<file path="config.mk">
export PLATFORM = sky130hd
export DESIGN_NAME = uart_byte_rx
export DESIGN_NICKNAME = d
export VERILOG_FILES = /design/src/rtl/uart_byte_rx.sv
export SDC_FILE = /design/constraint.sdc
export NUM_CORES = 1
export LEC_CHECK = 0
export ABC_AREA = 1
export BUFFER_PORTS_ARGS = -buffer_cell sky130_fd_sc_hd__buf_2
export CORE_MARGIN = 2
export CORE_UTILIZATION = 51
export CTS_BUF_LIST = sky130_fd_sc_hd__clkbuf_4 sky130_fd_sc_hd__clkbuf_8
export DETAILED_ROUTE_END_ITERATION = 6
export GPL_TIMING_DRIVEN = 1
export PLACE_DENSITY = 0.69
export SYNTH_ARGS = -nofsm -noshare
export SYNTH_HDL_FRONTEND = slang
export SYNTH_SLANG_ARGS = --single-unit
</file>
<file path="constraint.sdc">
create_clock -name clk -period 2 [get_ports clk]
set_clock_uncertainty 0.15 [all_clocks]
set_input_delay 0.2 -clock clk [delete_from_list [all_inputs] [get_ports clk]]
set_output_delay 0.2 -clock clk [all_outputs]
set_load 0.005 [all_outputs]
</file>
<file path="src/rtl/uart_byte_rx.sv">
// 8N1 UART byte receiver: synchronizes rxd, samples each bit mid-period and
// hands completed bytes to the consumer through a data_valid/data_ack handshake.
module uart_byte_rx #(
  parameter int unsigned cycle_BRG = 10416,
  parameter int unsigned half_BRG  = cycle_BRG / 2
) (
  input  logic       clk,
  input  logic       rst,
  input  logic       rxd,
  input  logic       data_ack,
  output logic [7:0] data_out,
  output logic       data_valid,
  output logic       frame_err,
  output logic       overrun,
  output logic       busy
);

  localparam int unsigned CNT_W  = 14;
  localparam int unsigned DATA_W = 8;
  localparam int unsigned IDX_W  = 3;

  typedef enum logic [1:0] {
    IDLE  = 2'd0,
    START = 2'd1,
    DATA  = 2'd2,
    STOP  = 2'd3
  } state_t;

  state_t              state, state_nxt;
  logic [CNT_W-1:0]    cnt, cnt_nxt;
  logic [IDX_W-1:0]    idx, idx_nxt;
  logic [DATA_W-1:0]   shreg, shreg_nxt;
  logic [DATA_W-1:0]   data_out_nxt;
  logic                data_valid_nxt, frame_err_nxt, overrun_nxt;
  logic                rx_meta, rx_s, rx_d;

  // State and datapath registers; synchronizer flops reset to the idle level.
  always_ff @(posedge clk or negedge rst) begin
    if (!rst) begin
      state      <= IDLE;
      cnt        <= '0;
      idx        <= '0;
      shreg      <= '0;
      data_out   <= '0;
      data_valid <= 1'b0;
      frame_err  <= 1'b0;
      overrun    <= 1'b0;
      busy       <= 1'b0;
      rx_meta    <= 1'b1;
      rx_s       <= 1'b1;
      rx_d       <= 1'b1;
    end else begin
      state      <= state_nxt;
      cnt        <= cnt_nxt;
      idx        <= idx_nxt;
      shreg      <= shreg_nxt;
      data_out   <= data_out_nxt;
      data_valid <= data_valid_nxt;
      frame_err  <= frame_err_nxt;
      overrun    <= overrun_nxt;
      busy       <= (state_nxt != IDLE);
      rx_meta    <= rxd;
      rx_s       <= rx_meta;
      rx_d       <= rx_s;
    end
  end

  // Next-state and output logic; a good-byte load in STOP overrides the ack.
  always_comb begin
    state_nxt      = state;
    cnt_nxt        = cnt + CNT_W'(1);
    idx_nxt        = idx;
    shreg_nxt      = shreg;
    data_out_nxt   = data_out;
    data_valid_nxt = data_valid;
    frame_err_nxt  = 1'b0;
    overrun_nxt    = overrun;

    if (data_ack && data_valid) begin
      data_valid_nxt = 1'b0;
      overrun_nxt    = 1'b0;
    end

    case (state)
      IDLE: begin
        cnt_nxt = '0;
        if (rx_d && !rx_s) begin
          state_nxt = START;
        end
      end
      START: begin
        if (cnt == CNT_W'(half_BRG)) begin
          cnt_nxt = '0;
          if (!rx_s) begin
            state_nxt = DATA;
            idx_nxt   = '0;
          end else begin
            state_nxt = IDLE;
          end
        end
      end
      DATA: begin
        if (cnt == CNT_W'(cycle_BRG)) begin
          cnt_nxt   = '0;
          shreg_nxt = {rx_s, shreg[DATA_W-1:1]};
          idx_nxt   = idx + IDX_W'(1);
          if (idx == IDX_W'(DATA_W - 1)) begin
            state_nxt = STOP;
          end
        end
      end
      STOP: begin
        if (cnt == CNT_W'(cycle_BRG)) begin
          cnt_nxt   = '0;
          state_nxt = IDLE;
          if (rx_s) begin
            data_out_nxt   = shreg;
            data_valid_nxt = 1'b1;
            if (data_valid && !data_ack) begin
              overrun_nxt = 1'b1;
            end
          end else begin
            frame_err_nxt = 1'b1;
          end
        end
      end
      default: state_nxt = IDLE;
    endcase
  end

endmodule

</file>
==> results of run 1 <==
[worst min path at each step]
stage / from / endpoint / slack (ps)
finish: rx_meta / rx_s / 210
global route: rx_meta / rx_s / 220
CTS: rx_meta / rx_s / 210
detailed placement: rst / cnt[10] / 40
global placement: rst / cnt[10] / 40
floorplan: rst / async pin / -250
[state kept, by name, indices dropped and copies added, names as in the netlist, named ones only]
name,count
frame_err,1
rx_meta,1
idx,3
shreg,8
cnt,14
data_out,8
busy,1
rx_d,1
data_valid,1
state,2
rx_s,1
[cell type report]
cell class	count	area, um^2
fillers	346	1410
well taps	48	60.1
multi-input cells	166	807
inverters	41	154
clock buffers	6	76.3
flip-flops and latches	42	1050
repair buffers	21	140
clock inverters	2	37.5
[cells by family (layout without fill, tap and decap cells)]
kind of cell | Yosys count | count (layout)
AOI/OAI and AO/OA | 27 | 27
and+or+nand+nor | 133 | 133
buffers and inverters | 44 | 70
adders and majority gates | 4 | 4
DFF | 42 | 42
xor gates and xnor gates | 2 | 2
[metal layers]
layer,global-route usage,part of all wire,vias up
met2,0.283,0.44,26
met3,0.0500,0.041,2
met4,0.0689,0.0084,0
met5,0,0,-
li1,-,-,834
met1,0.298,0.51,719
[cell usage after synthesis (2+ instances only)]
| cell | n |
|---|---|
| ha_1 | 4 |
| a21oi_1 | 11 |
| nand3_1 | 19 |
| dfstp_2 | 3 |
| buf_2 | 2 |
| nand4_1 | 3 |
| inv_1 | 39 |
| o21ai_2 | 7 |
| nand2_1 | 52 |
| nor3_1 | 4 |
| dfrtp_1 | 39 |
| nor2_1 | 48 |
| inv_2 | 2 |
| xor2_1 | 2 |
| o21ai_0 | 6 |
[worst max-delay path: cells and delay by family, from the launching register on]
family	cells	cell delay [ps]
fa+ha+maj	1	220
flops	1	410
buf+inv	3	300
simple gates	7	570
[power breakdown]
group          switching (mW)  internal [mW]  total (mW)
logic                   0.162         0.0885       0.251
registers              0.0414          0.905       0.946
clock network           0.285          0.386       0.671
[stage by stage]
step	instance area (um^2)	worst slack (ps)	utilization	power (mW)	cells
5_1_grt	2330	88.6	0.622	1.99	326
6_report	2330	242	0.622	1.87	326
3_3_place_gp	2190	283	0.584	1.21	315
3_5_place_dp	2190	251	0.584	1.21	315
2_1_floorplan	2040	425	-	1.13	252
4_1_cts	2330	238	0.622	1.89	326
[placed cells by master, fill, tap and decap left out, types with 2 or more instances in the layout]
cell type / count
nand2_1: 52
nor2_1: 48
inv_1: 39
dfrtp_1: 39
nand3_1: 19
buf_2: 15
a21oi_1: 11
o21ai_2: 7
o21ai_0: 6
clkbuf_8: 5
nor3_1: 4
ha_1: 4
nand4_1: 3
dlygate4sd3_1: 3
dfstp_2: 3
xor2_1: 2
inv_2: 2
buf_4: 2
==> results.sh, run 1 <==
export IMPL_run_status="finished, final reports clean"
export IMPL_synth_net_count=260
export IMPL_whs_path_depth=0
export IMPL_synth_edf_count=0
export IMPL_endpoint="cnt[3]"
export IMPL_grt_overflow_total=0
export IMPL_criticalPathCategory="reg -> reg"
export IMPL_seq_area_frac_synth=0.518
export IMPL_synthTopCellsByArea="dfrtp_1 48%, nand2_1 9.6%, nor2_1 8.8%"
export IMPL_slew_headroom=0.779
export IMPL_grt_pass1_wl_um=6730
export IMPL_clk_latency_ps=290
export IMPL_synth_xor_area_frac=0.00860
export IMPL_hold_buffers=3
export IMPL_maxCapViolCount=0
export IMPL_cp_end_kind="flip-flop"
export IMPL_slew_viol_final=0
export IMPL_drtIter0Drc=153
export IMPL_cts_sinks=42
export IMPL_synth_seq_cells=42
export IMPL_core_area_um2=3740
export IMPL_critPathRequiredTime_ps=2030
export IMPL_ys_warn_count=0
export IMPL_drtPass1Iterations=4
export IMPL_initial_core_util=0.544
export IMPL_dpl_hpwl_um=2740
export IMPL_finalSetupTns_ps=0
export IMPL_dieHeight_um=67.2
export IMPL_routed_wl_um=3820
export IMPL_fin_hold_ws_ps=210
export IMPL_cts_path_max_buffers=2
export IMPL_reg2reg_to="cnt[3]"
export IMPL_cp_max_fo=9
export IMPL_root_buffer="clkbuf_8"
export IMPL_yosys_area_top_type="dfrtp_1"
export IMPL_cp_common_cell="nand2_1"
export IMPL_regToRegStartpoint="cnt[0]"
export IMPL_pwr_density_cell_nw_per_um2=802
export IMPL_hold_path_class="reg -> reg"
export IMPL_io_pins=16
export IMPL_vias=1581
export IMPL_synthDistinctLibCells=26
export IMPL_min_period_ps=1760
export IMPL_fin_crit_sh=0.879
export IMPL_cts_setup_buffers=0
export IMPL_grt_pass1_vias=1441
export IMPL_setup_violations=0
export IMPL_portBuffers=15
export IMPL_peakVddDrop_v=0.000626
export IMPL_syn_mean_instance_area_um2=8.08
export IMPL_hold_viol=0
export IMPL_rows=22
export IMPL_leakage_nw=1.21
export IMPL_synth_simple_area_share=0.280
export IMPL_slowest_delay_ps=410
export IMPL_cts_resized=0
export IMPL_synthAdderAreaFrac=0.0246
export IMPL_critPathLaunchType="flip-flop"
export IMPL_cpMaxStageDelayCell="dfrtp_1"
export IMPL_n_antenna_cell=0
export IMPL_drc=0
export IMPL_drt_vias_per_instance=4.85
export IMPL_synth_area_um2=2040
export IMPL_synth_top_cell_area_share=0.479
export IMPL_gp_congestion=0.883
export IMPL_ys_async_sr_fraction=1.00
export IMPL_worstSetupStartpoint="cnt[0]"
export IMPL_nNetsFinal=285
export IMPL_synthMuxAreaShare=0
export IMPL_grt_max_degree=43
export IMPL_worst_pin_slew_ps=331
export IMPL_synth_compound_area_frac=0.0829
export IMPL_synthFlopType="dfrtp_1"
export IMPL_wl_per_cell_um=11.7
export IMPL_grt_util_all_layers=0.200
export IMPL_fmax_ghz=0.569
export IMPL_reg2regPathDepth=11
export IMPL_path_cells="inv_1, ha_1, nand2_1, inv_1, nand2_1, nor2_1, nand2_1, nand2_1, nand2_1, inv_2, nor2_1"
export IMPL_cts_tree="yes"
export IMPL_cts_htree_levels=2
export IMPL_cts_buffers=5
export IMPL_rrSetupSlack_ps=240
export IMPL_die_width_um=67.2
export IMPL_drive_gt1_frac=0.155
export IMPL_dieArea_um2=4520
export IMPL_clkTransAtPathRegs_ps=70
export IMPL_crit_arrival_ps=1780
export IMPL_syn_to_final_growth_pct=14.4
export IMPL_drt_antenna_violating_nets=0
export IMPL_synth_top_family_by_area="simple AND/OR/NAND/NOR gates"
export IMPL_grt_setup_unrepaired="no"
export IMPL_synthCells=252
export IMPL_antenna_found_initial=0
Note: power is estimated with default switching activity, not from simulation.
==> run 2: changes to the inputs <==
==> constraint.sdc (replaced) <==
create_clock -name clk -period 1.7 [get_ports clk]
set_clock_uncertainty 0.15 [all_clocks]
set_input_delay 0.17 -clock clk [delete_from_list [all_inputs] [get_ports clk]]
set_output_delay 0.17 -clock clk [all_outputs]
set_load 0.01 [all_outputs]
==> results.sh, run 2 (same netlist as run 1, synthesis figures left out) <==
export IMPL_wl_per_cell_um=12.2
export IMPL_reg_largest_list="cnt x14, data_out x8, shreg x8"
export IMPL_crit_arrival_ps=1690
export IMPL_worst_pin_slew_ps=488
export IMPL_cp_end_kind="flip-flop"
export IMPL_reg2reg_to="cnt[10]"
export IMPL_place_ws_ps=16.9
export IMPL_grt_pass1_wl_um=6950
export IMPL_grt_pass1_vias=1542
export IMPL_nNetsFinal=300
export IMPL_portBuffers=15
export IMPL_max_flop_register="cnt"
export IMPL_drtIter0Drc=90
export IMPL_final_util=0.681
export IMPL_initial_core_util=0.544
export IMPL_setup_ws_ps=59.3
export IMPL_fill_cells=328
export IMPL_cp_max_fo=6
export IMPL_cts_sinks=42
export IMPL_syn_to_final_growth_pct=25.1
export IMPL_min_period_ps=1640
export IMPL_dpl_hpwl_um=2950
export IMPL_layout_commonest_cell="nand2_1"
export IMPL_drt_vias_per_instance=5.06
export IMPL_drt_antenna_violating_nets=0
export IMPL_path_delay_family="simple AND/OR/NAND/NOR gates"
export IMPL_reg2regPathDepth=9
export IMPL_cpMaxStageDelayCell="dfrtp_1"
export IMPL_setup_violations=0
export IMPL_dp_cells=326
export IMPL_pwr_density_cell_nw_per_um2=880
export IMPL_dieHeight_um=67.2
export IMPL_criticalPathCategory="reg -> reg"
export IMPL_slew_viol_final=0
export IMPL_grt_overflow_total=0
export IMPL_drtPass1Iterations=5
export IMPL_critPathRequiredTime_ps=1750
export IMPL_clkTransAtPathRegs_ps=90
export IMPL_antenna_found_initial=0
export IMPL_crit_buf_inv=2
export IMPL_vias=1725
export IMPL_cts_buffers=5
export IMPL_final_cell_mix="47 x nand2_1, 37 x dfrtp_1, 36 x nor2_1"
export IMPL_gp_congestion=0.894
export IMPL_cts_tree="yes"
export IMPL_fmax_ghz=0.610
export IMPL_grt_util_all_layers=0.209
export IMPL_cts_path_max_buffers=2
export IMPL_maxCapViolCount=0
export IMPL_n_antenna_cell=0
export IMPL_largest_reg_flops=14
export IMPL_dieArea_um2=4520
export IMPL_rrSetupSlack_ps=60
export IMPL_slew_headroom=0.675
export IMPL_clk_latency_ps=310
export IMPL_cts_htree_levels=2
export IMPL_hold_path_class="in -> async"
export IMPL_regToRegStartpoint="cnt[3]"
export IMPL_stdcell_count=341
export IMPL_drive_gt1_frac=0.304
export IMPL_core_area_um2=3740
export IMPL_fin_crit_sh=0.965
export IMPL_grt_max_degree=23
export IMPL_rows=22
export IMPL_cp_common_cell="nand2_1"
export IMPL_routed_wl_um=4170
export IMPL_run_status="finished, final reports clean"
export IMPL_slowest_delay_ps=400
export IMPL_root_buffer="clkbuf_8"
export IMPL_critPathLaunchType="flip-flop"
export IMPL_path_cells="inv_1, nand2_1, nor2_2, nand2_1, nand2_1, nand2_2, buf_6, nand2_1, nor2_1"
export IMPL_leakage_nw=1.28
export IMPL_grt_setup_unrepaired="yes"
export IMPL_io_pins=16
export IMPL_die_width_um=67.2
export IMPL_hold_viol=0
export IMPL_peakVddDrop_v=0.000773
export IMPL_finalSetupTns_ps=0
export IMPL_fin_hold_ws_ps=197
export IMPL_drc=0
-- run 2: cell count changes in the layout (fill, tap and decap cells not counted), moves of 4 or more --
| cell | before | now |
|---|---|---|
| nand3_1 | 19 | 13 |
| buf_4 | 2 | 12 |
| nand3_2 | 0 | 6 |
| inv_1 | 39 | 35 |
| buf_6 | 0 | 4 |
| nand2_2 | 1 | 6 |
| nand2_1 | 52 | 47 |
| nor2_2 | 1 | 12 |
| nor2_1 | 48 | 36 |
-- run 2: worst max path at each step --
stage / startpoint / to / slack [ps] / cells after the start
after global routing: cnt[1] / cnt[10] / -60 / 12
after floorplan: cnt[0] / data_out[6] / 120 / 8
after detailed placement: cnt[9] / data_out[4] / 20 / 8
final: cnt[3] / cnt[10] / 60 / 9
after global placement: cnt[9] / data_out[2] / 30 / 8
after CTS: cnt[0] / cnt[11] / 50 / 11
-- run 2: per-layer routing --
metal / global-route usage / routed length [um] / vias to the layer above
met5: 0 / 0 / -
met4: 0.0842 / 68 / 0
met3: 0.0550 / 184 / 9
met2: 0.307 / 1930 / 33
met1: 0.295 / 1980 / 817
li1: - / - / 866
-- run 2: per-stage QoR --
stage	cell area, um^2	power [mW]
after global routing	2550	2.37
final	2550	2.24
after detailed placement	2270	1.50
after global placement	2270	1.50
after floorplan	2040	1.34
after CTS	2410	2.19
-- run 2: power breakdown --
group | switching [mW] | internal, mW
Clock | 0.380 | 0.296
Sequential | 0.0422 | 1.06
Combinational | 0.267 | 0.195
-- run 2: what timing repair did --
action                     CTS  global route
pin swaps                    1             9
gates cloned                 0             1
buffers inserted             0             3
gates resized for setup      3            37
hold endpoints to repair    22             0
hold buffers                 3             0
setup endpoints to repair    1            36
-- run 2: final cells by class --
type                            count  area, um^2  area share
Sequential cell                    42        1060       0.415
Multi-Input combinational cell    167         921       0.361
Timing Repair Buffer               35         260       0.102
Inverter                           41         156      0.0614
Clock buffer                        5        68.8      0.0270
Tap cell                           48        60.1      0.0236
Clock inverter                      3        25.0     0.00982
==> run 3: changes to the inputs <==
- ABC_AREA: 1 -> default
- ABC_CLOCK_PERIOD_IN_PS: default -> 1700
- PLACE_DENSITY: 0.69 -> 0.7
==> results.sh, run 3 <==
export IMPL_yosys_area_top_type="dfrtp_1"
export IMPL_dpl_hpwl_um=2630
export IMPL_grt_util_all_layers=0.216
export IMPL_drtIter0Drc=89
export IMPL_stdcell_count=262
export IMPL_internal_power_mw=1.71
export IMPL_clockPowerShare=0.283
export IMPL_clkTransAtPathRegs_ps=80
export IMPL_gp_congestion=0.835
export IMPL_p_seq_frac=0.483
export IMPL_initial_core_util=0.527
export IMPL_hold_path_class="reg -> reg"
export IMPL_vias=1380
export IMPL_drt_vias_per_instance=5.27
export IMPL_critPathRequiredTime_ps=1730
export IMPL_routed_wl_um=4090
export IMPL_grt_overflow_total=0
export IMPL_cts_sinks=42
export IMPL_core_area_um2=3630
export IMPL_n_antenna_cell=0
export IMPL_synthDistinctLibCells=37
export IMPL_io_pins=16
export IMPL_synthCells=158
export IMPL_peakVddDrop_v=0.000736
export IMPL_antenna_found_initial=0
export IMPL_leakage_nw=1.22
export IMPL_synthMuxAreaShare=0.0941
export IMPL_setup_ws_ps=-265
export IMPL_layout_commonest_cell="dfrtp_1"
export IMPL_root_buffer="clkbuf_8"
export IMPL_criticalPathCategory="reg -> reg"
export IMPL_dieHeight_um=65.3
export IMPL_grt_pass1_vias=1478
export IMPL_synth_xor_area_frac=0.0549
export IMPL_grt_max_degree=43
export IMPL_cp_end_kind="flip-flop"
export IMPL_synth_simple_area_share=0.204
export IMPL_combPwrFrac=0.234
export IMPL_cp_max_fo=5
export IMPL_rows=22
export IMPL_switching_share=0.264
export IMPL_syn_to_final_growth_pct=31.4
export IMPL_synthFlopType="dfrtp_1"
export IMPL_synth_area_um2=1920
export IMPL_pwr_density_cell_nw_per_um2=921
export IMPL_grt_setup_unrepaired="yes"
export IMPL_fin_area_um2=2520
export IMPL_synth_net_count=166
export IMPL_reg_largest_list="cnt x14, data_out x8, shreg x8"
export IMPL_drtPass1Iterations=4
export IMPL_synth_top_family_by_area="simple AND/OR/NAND/NOR gates"
export IMPL_hold_viol=0
export IMPL_fmax_ghz=0.509
export IMPL_portBuffers=15
export IMPL_ys_top_cells_by_count="39 x dfrtp_1, 16 x mux2_2, 14 x nor2_1"
export IMPL_ys_async_sr_fraction=1.00
export IMPL_syn_mean_instance_area_um2=12.1
export IMPL_largest_reg_flops=14
export IMPL_nNetsFinal=221
export IMPL_grt_pass1_wl_um=6840
export IMPL_ys_warn_count=0
export IMPL_run_status="finished, violations left"
export IMPL_place_area_um2=2270
export IMPL_cts_htree_levels=2
export IMPL_critPathLaunchType="flip-flop"
export IMPL_drt_antenna_violating_nets=0
export IMPL_drc=0
export IMPL_violations="negative setup slack"
export IMPL_die_width_um=65.3
export IMPL_place_ws_ps=-281
export IMPL_synth_edf_count=0
export IMPL_seq_area_frac_synth=0.551
export IMPL_cts_buffers=5
export IMPL_cts_tree="yes"
export IMPL_synth_seq_cells=42
export IMPL_synthTopCellsByArea="dfrtp_1 51%, mux2_2 9.4%, dfstp_2 4.1%"
export IMPL_maxCapViolCount=0
export IMPL_max_flop_register="cnt"
export IMPL_synth_top_cell_area_share=0.509
export IMPL_setup_violations=39
export IMPL_worst_pin_slew_ps=537
export IMPL_min_period_ps=1960
export IMPL_crit_arrival_ps=1990
export IMPL_synthAdderAreaFrac=0.0261
export IMPL_slew_viol_final=0
export IMPL_fill_cells=278
export IMPL_dieArea_um2=4260
export IMPL_drive_gt1_frac=0.411
export IMPL_synth_most_common_cell="dfrtp_1"
export IMPL_clk_latency_ps=290
export IMPL_slew_headroom=0.637
export IMPL_dp_cells=245
export IMPL_wl_per_cell_um=15.6
export IMPL_cts_path_max_buffers=2
export IMPL_final_util=0.693
export IMPL_power_switching_mw=0.613
export IMPL_final_cell_mix="39 x dfrtp_1, 26 x buf_4, 16 x mux2_2"
export IMPL_synth_compound_area_frac=0.0359
export IMPL_fin_crit_sh=1.16
==> run 3: cell count changes in the layout (fill, tap and decap cells not counted), sizes merged, moves of 7 or more <==
cell   before  now
nand3      19    6
nor2       50   14
o21ai      13    3
a21oi      11    1
nand2      55    8
inv        42    8
buf        32   49
mux2        0   16
xnor2       0    7
==> run 3: repair_timing <==
item | 4_1_cts | 5_1_grt
pin swaps | 5 | 5
endpoints found under the setup margin | 39 | 39
cloned | 2 | 0
setup buffers | 4 | 0
hold buffers | 3 | 0
endpoints found under the hold margin | 44 | 0
gates resized for setup | 6 | 6
==> run 3: power by group through the flow <==
stage / clock network, mW / registers [mW] / logic [mW]
finish: 0.656 / 1.12 / 0.541
global route: 0.721 / 1.13 / 0.588
floorplan: 0 / 1.15 / 0.246
global placement: 0 / 1.13 / 0.444
detailed placement: 0 / 1.14 / 0.462
CTS: 0.673 / 1.12 / 0.539
==> run 3: layout make-up <==
cell class              count  area, um^2  share of cell area
clock inverters             1        5.00             0.00199
clock buffers               7        90.1              0.0358
flip-flops and latches     42        1050               0.419
multi-input cells         104         845               0.335
inverters                   8        30.0              0.0119
well taps                  48        60.1              0.0239
repair buffers             52         433               0.172
==> run 3: logic make-up (layout without fill, tap and decap cells) <==
logic type	after synthesis	in the layout
fa+ha+maj	4	4
flops	42	42
simple gates	62	63
buf+inv	13	68
xor+xnor	12	12
mux	16	16
compound gates	9	9
==> run 3: metal layers <==
metal | share of wire | vias up | GRT usage | routed length (um)
met4 | 0.021 | 0 | 0.109 | 87
li1 | - | 668 | - | -
met1 | 0.42 | 679 | 0.245 | 1720
met5 | 0 | - | 0 | 0
met3 | 0.027 | 9 | 0.0360 | 112
met2 | 0.53 | 24 | 0.389 | 2170
==> run 3: per-stage QoR <==
step,power [mW],setup TNS (ps),hold WS (ps)
5_1_grt,2.44,-12100,221
3_5_place_dp,1.60,-6840,26.9
6_report,2.32,-8300,208
2_1_floorplan,1.39,-3150,-276
4_1_cts,2.33,-8400,208
3_3_place_gp,1.58,-4100,3.33
==> run 3: worst paths after layout <==
kind                          endpoint  slack [ps]  depth (start not counted)     from
max                        data_out[7]        -260                          6   cnt[1]
min                               rx_s         210                          0  rx_meta
max reg2reg                data_out[7]        -260                          6   cnt[1]
min reg2reg                       rx_s         210                          0  rx_meta
max in group asynchronous      rx_meta         870                          3      rst
min in group asynchronous     shreg[5]         270                          3      rst
==> run 3: critical path, stage by stage (launching register included) <==
cell	delay, ps
dfrtp_1	380
inv_1	60
ha_1	150
nor4b_4	280
and4_4	330
nand4_4	170
mux2_2	330
